$ cat src/rtl/reg_arb_pkg.sv
// Shared types for the register-file write-port arbiter.
//   arb_state_t : INIT (post-reset clear sweep) / RUN (normal arbitration)
//   src_t       : writeback source identifier, M (load) or A (ALU)
//   RR_RESET    : round-robin pointer value after reset (loads win the first tie)
package reg_arb_pkg;

  typedef enum logic {INIT = 1'b0, RUN = 1'b1} arb_state_t;

  typedef enum logic {SRC_M = 1'b0, SRC_A = 1'b1} src_t;

  localparam src_t RR_RESET = SRC_M;

endpackage

$ cat src/rtl/reg_wr_skid.sv
// One-entry holding buffer for a single writeback source.
// Ports:
//   clk, rst_n    : clock and synchronous active-low reset (clears valid only)
//   en            : buffer may accept (arbiter in RUN and out of reset)
//   in_valid      : source request
//   in_ready      : en & (empty | entry popped this cycle)
//   in_addr/data  : source destination register and value
//   pop           : entry granted the write port this cycle
//   out_valid     : entry held
//   out_addr/data : held entry fields
//   accept        : in_valid & in_ready, used by the arbiter for age tracking
module reg_wr_skid #(
  parameter int pw = 3,
  parameter int DW = 8
) (
  input  logic          clk,
  input  logic          rst_n,
  input  logic          en,
  input  logic          in_valid,
  output logic          in_ready,
  input  logic [pw-1:0] in_addr,
  input  logic [DW-1:0] in_data,
  input  logic          pop,
  output logic          out_valid,
  output logic [pw-1:0] out_addr,
  output logic [DW-1:0] out_data,
  output logic          accept
);

  logic          vld_p0;
  logic [pw-1:0] addr_p0;
  logic [DW-1:0] data_p0;

  // Refill in the same cycle the entry drains gives one accept per cycle.
  assign in_ready  = en & (~vld_p0 | pop);
  assign accept    = in_valid & in_ready;
  assign out_valid = vld_p0;
  assign out_addr  = addr_p0;
  assign out_data  = data_p0;

  always_ff @(posedge clk) begin
    if (!rst_n)      vld_p0 <= 1'b0;
    else if (accept) vld_p0 <= 1'b1;
    else if (pop)    vld_p0 <= 1'b0;
  end

  // Stage p0: captured entry (payload carries no reset)
  always_ff @(posedge clk) begin
    if (accept) begin
      addr_p0 <= in_addr;
      data_p0 <= in_data;
    end
  end

endmodule

$ cat src/rtl/reg_wr_arbiter.sv
// Shares the register file's single write port between the ALU writeback (A)
// and the load writeback (M). Each source has a one-entry buffer. The older
// buffered entry is written first; entries accepted on the same edge are
// ordered by a round-robin pointer that flips after every tie grant. After
// reset every register is swept to zero before requests are accepted.
// Ports:
//   clk, rst_n              : clock, synchronous active-low reset
//   a_valid/a_ready/a_addr/a_data : ALU writeback request handshake
//   m_valid/m_ready/m_addr/m_data : load writeback request handshake
//   wr_en/wr_addr/dat_out   : register file write port
//   init_busy               : high while the clear sweep runs (and in reset)
module reg_wr_arbiter
  import reg_arb_pkg::*;
#(
  parameter int pw = 3,
  parameter int DW = 8
) (
  input  logic          clk,
  input  logic          rst_n,
  input  logic          a_valid,
  output logic          a_ready,
  input  logic [pw-1:0] a_addr,
  input  logic [DW-1:0] a_data,
  input  logic          m_valid,
  output logic          m_ready,
  input  logic [pw-1:0] m_addr,
  input  logic [DW-1:0] m_data,
  output logic          wr_en,
  output logic [pw-1:0] wr_addr,
  output logic [DW-1:0] dat_out,
  output logic          init_busy
);

  arb_state_t    state_q, state_d;
  logic [pw-1:0] cnt_q, cnt_d;
  src_t          rr_q;
  src_t          older_q;
  logic          tie_q;

  logic          run;
  logic          a_v, m_v, a_acc, m_acc;
  logic [pw-1:0] a_baddr, m_baddr;
  logic [DW-1:0] a_bdata, m_bdata;
  logic          gnt_a, gnt_m;
  src_t          sel;

  // Gating with rst_n keeps the handshakes closed during the reset cycle itself.
  assign run = rst_n & (state_q == RUN);

  reg_wr_skid #(.pw(pw), .DW(DW)) u_skid_a (
    .clk(clk), .rst_n(rst_n), .en(run),
    .in_valid(a_valid), .in_ready(a_ready), .in_addr(a_addr), .in_data(a_data),
    .pop(gnt_a), .out_valid(a_v), .out_addr(a_baddr), .out_data(a_bdata),
    .accept(a_acc)
  );

  reg_wr_skid #(.pw(pw), .DW(DW)) u_skid_m (
    .clk(clk), .rst_n(rst_n), .en(run),
    .in_valid(m_valid), .in_ready(m_ready), .in_addr(m_addr), .in_data(m_data),
    .pop(gnt_m), .out_valid(m_v), .out_addr(m_baddr), .out_data(m_bdata),
    .accept(m_acc)
  );

  always_ff @(posedge clk) begin
    if (!rst_n) begin
      state_q <= INIT;
      cnt_q   <= '0;
    end else begin
      state_q <= state_d;
      cnt_q   <= cnt_d;
    end
  end

  always_comb begin
    state_d = state_q;
    cnt_d   = cnt_q;
    if (state_q == INIT) begin
      cnt_d = cnt_q + pw'(1);
      if (cnt_q == '1) state_d = RUN;
    end
  end

  // Grant: with both entries held, the age bit decides unless they arrived
  // on the same edge, in which case the round-robin pointer decides.
  always_comb begin
    gnt_a = 1'b0;
    gnt_m = 1'b0;
    sel   = tie_q ? rr_q : older_q;
    if (run) begin
      if (a_v && m_v) begin
        gnt_a = (sel == SRC_A);
        gnt_m = (sel == SRC_M);
      end else begin
        gnt_a = a_v;
        gnt_m = m_v;
      end
    end
  end

  always_comb begin
    wr_en     = 1'b0;
    wr_addr   = '0;
    dat_out   = '0;
    init_busy = 1'b1;
    if (rst_n) begin
      if (state_q == INIT) begin
        wr_en   = 1'b1;
        wr_addr = cnt_q;
      end else begin
        init_busy = 1'b0;
        if (gnt_a) begin
          wr_en   = 1'b1;
          wr_addr = a_baddr;
          dat_out = a_bdata;
        end else if (gnt_m) begin
          wr_en   = 1'b1;
          wr_addr = m_baddr;
          dat_out = m_bdata;
        end
      end
    end
  end

  // Age tracking: a lone acceptance makes the other source's entry (if it
  // stays) the older one; a same-edge acceptance of both marks a tie.
  always_ff @(posedge clk) begin
    if (!rst_n) begin
      rr_q    <= RR_RESET;
      older_q <= SRC_M;
      tie_q   <= 1'b0;
    end else begin
      if (a_v && m_v && tie_q && (gnt_a || gnt_m))
        rr_q <= (rr_q == SRC_A) ? SRC_M : SRC_A;
      if (a_acc && m_acc) begin
        tie_q <= 1'b1;
      end else if (a_acc) begin
        tie_q   <= 1'b0;
        older_q <= SRC_M;
      end else if (m_acc) begin
        tie_q   <= 1'b0;
        older_q <= SRC_A;
      end
    end
  end

endmodule
$ cat config.mk
export PLATFORM = sky130hd
export DESIGN_NAME = reg_wr_arbiter
export DESIGN_NICKNAME = d
export VERILOG_FILES = /design/src/rtl/reg_arb_pkg.sv /design/src/rtl/reg_wr_skid.sv /design/src/rtl/reg_wr_arbiter.sv
export SDC_FILE = /design/constraint.sdc
export NUM_CORES = 1
export LEC_CHECK = 0
export BUFFER_PORTS_ARGS = -buffer_cell sky130_fd_sc_hd__buf_4
export CAP_MARGIN = 20
export CORE_ASPECT_RATIO = 0.9
export CORE_MARGIN = 3
export CORE_UTILIZATION = 23
export CTS_CLUSTER_SIZE = 40
export DETAILED_ROUTE_END_ITERATION = 10
export PLACE_DENSITY = 0.43
export SLEW_MARGIN = 10
export SYNTH_ARGS = -nofsm -noshare
export SYNTH_HDL_FRONTEND = slang
export SYNTH_SLANG_ARGS = --single-unit
$ cat constraint.sdc
create_clock -name clk -period 1.9 [get_ports clk]
set_input_delay 0.095 -clock clk [delete_from_list [all_inputs] [get_ports clk]]
set_output_delay 0.095 -clock clk [all_outputs]
set_load 0.01 [all_outputs]
==> metrics.yaml <==
global_routing:
  grt-ovfl-total: 0
  antenna_found_initial: 0
  grt_pass1_vias: 1291
  grt_pass1_wl_um: 6090
  grt_max_degree: 18
  grt_usage: 0.110
setup_path:
  r2r_slack_ns: 0.20
  crit_fanout: 11
  critPathTopFamily: "flip-flops"
  startpoint_type: "flip-flop"
  r2r_end: "older_q"
  critPathBufInv: 2
  reg2regPathDepth: 6
  path_common_cell: "buf_4"
  cp.required_ns: 1.80
  critPathMaxStageDelay_ns: 0.38
  cpMaxStageDelayCell: "dfxtp_2"
  r2r-start: "tie_q"
  endpoint_kind: "output pin"
  arrival_ns: 1.66
  path_cells: "mux2_2 > buf_4 > o2111ai_1 > nand2_1 > buf_4"
  path_class: "flip-flop to output pin"
synth:
  synthTopCellsByCount: "22 x edfxtp_1, 16 x o2111ai_1, 11 x nand2_1, 9 x dfxtp_1"
  avgSynthCellArea_sq_um: 12.2
  synth_most_common_cell: "edfxtp_1"
  synth.distinct_cells: 26
  syn-cell-area_sq_um: 1460
  synth_area_leaders: "edfxtp_1 45%, dfxtp_1 12%, o2111ai_1 9.6%"
  synthFlopType: "edfxtp_1"
  yosysSeqAreaShare: 0.577
  async_reset_ff_frac: 0
  yosys_warnings: 0
  synth_seq_cells: 31
  synth_top_area_cell: "edfxtp_1"
  synth_edf_count: 22
  synth_top_area_frac: 0.454
  synthCells: 119
  syn-num-nets: 149
worst_hold_path:
  whs_path_depth: 2
  hp-class: "primary input to flip-flop"
  whs_endpoint: "u_skid_m.out_valid"
  min_from: "m_valid"
power:
  power.static_leakage_nw: 0.842
  p_per_area_nw_per_um2: 623
  power_mw: 1.35
  irDropWorstVdd_mv: 0.348
timing:
  post-route-min-period_ns: 1.76
  maxSlewHeadroom: 0.757
  rsz0062_at_grt: "false"
  finalSetupViolCount: 0
  clock_skew_ns: 0.00415
  fin_crit_sh: 0.926
  final-hold-violation-count: 0
  worstMarginPinSlew_ns: 0.365
  drv_slew: 0
  fmax_ghz: 0.569
  setup-tns-final_ns: 0
  whs_ns: 0.0810
  setup_slack_ns: 0.141
floorplanning:
  die_h_um: 81.5
  die_w_um: 89.9
  std_cell_rows: 26
  dieArea_sq_um: 7320
  initial_core_util: 0.247
  coreArea_sq_um: 5890
  ios: 41
drt:
  via_count: 1219
  drt_iter0_drc: 29
  wire_per_inst_um: 14.0
  drt_first_pass_iters: 4
  viasPerCell: 4.53
  wirelength_um: 3760
  drcViolationCount: 0
  antenna_left: 0
final_layout:
  area_growth_pct: 48.5
  seq_area_sq_um: 843
  n_antenna_cell: 0
  finalNetCount: 214
  layoutNonFillerInstCount: 269
  fillers: 605
  multi_input_area_sq_um: 522
  drive_above_1_share: 0.335
run_status:
  status: "finished clean"
clocking:
  cts_tree: "done"
  cts_buffers: 5
  cts_num_sinks: 31
  htree_levels: 2
  insertion_delay_ns: 0.28
  clk_pin_slew_ns: 0.06
  clock_path_buffers: 2
  cts_root_buffer: "clkbuf_8"
flow_run:
  maxCapViolCount: 0
place:
  gp_congestion: 0.799
  post-place-ws_ns: 0.128
  port-buffer-count: 40
  hpwl_um: 2690
  dp.cells: 239
## worst reg2reg max path, delay by kind of cell (launching register included)
kind	cells	cell delay (ns)
adders and majority gates	1	0.28
muxes	1	0.37
DFF	1	0.38
and+or+nand+nor	1	0.09
AOI/OAI and AO/OA	3	0.46
## final cells by class
class | instances | area share
clock inverters | 1 | 0.00231
clock buffers | 7 | 0.0353
inverters | 4 | 0.00694
multi-input cells | 72 | 0.241
repair buffers | 70 | 0.276
flip-flops and latches | 31 | 0.390
well taps | 84 | 0.0486
## timing repair
| action | CTS | global route |
|---|---|---|
| buffers inserted | 0 | 0 |
| hold endpoints to repair | 22 | 0 |
| endpoints found under the setup margin | 0 | 6 |
| resized for setup | 0 | 4 |
| hold buffers | 22 | 0 |
## per-layer routing
metal / up-vias / wire length (um) / GRT usage
met1: 574 / 1770 / 0.136
met4: 0 / 31 / 0.0367
li1: 597 / - / -
met5: - / 0 / 0
met3: 5 / 232 / 0.0458
met2: 43 / 1730 / 0.175
## registers in the layout, indices dropped and copies added (netlist names)
name	count
u_skid_a.out_valid	1
state_q	1
tie_q	1
u_skid_a.out_data	8
rr_q	1
u_skid_m.out_valid	1
older_q	1
u_skid_m.out_data	8
u_skid_m.out_addr	3
u_skid_a.out_addr	3
cnt_q	3
## placed cells by master (no fill, tap or decap), drive strengths merged
cell / count
a21oi: 2
a311oi: 1
a31oi: 7
a32o: 1
and2: 3
buf: 48
clkbuf: 7
clkinv: 1
dfxtp: 9
dlygate4sd3: 22
edfxtp: 22
ha: 4
inv: 4
mux2: 1
mux2i: 4
nand2: 12
nand4: 1
nor2: 7
o2111ai: 16
o211ai: 6
o21ai: 5
xor2: 2
## stage by stage
step,util,cell area [sq um]
2_1_floorplan,-,1460
3_3_place_gp,0.314,1850
3_5_place_dp,0.314,1850
4_1_cts,0.365,2150
5_1_grt,0.367,2160
6_report,0.367,2160
## report_power, final
part | switching [mW] | internal (mW)
registers | 0.00618 | 0.730
clock network | 0.237 | 0.256
logic | 0.0393 | 0.0794
## worst max path at each step
| stage | startpoint | end | slack [ns] | cells past startpoint |
|---|---|---|---|---|
| after floorplan | tie_q | tie_q | 0.007 | 6 |
| after global placement | tie_q | u_skid_m.out_data[2] | 0.23 | 4 |
| after detailed placement | tie_q | older_q | 0.13 | 6 |
| after CTS | tie_q | wr_addr[1] | 0.1 | 5 |
| after global routing | u_skid_m.out_valid | wr_addr[2] | 0.03 | 5 |
| final | tie_q | dat_out[6] | 0.14 | 5 |
## cells by family after synthesis
kind of cell / share of synthesized area
simple gates: 0.0713
buf+inv: 0.0687
fa+ha+maj: 0.0344
xor+xnor: 0.0120
flops: 0.577
mux: 0.0378
compound gates: 0.198
Note: power is estimated with default switching activity, not from simulation.
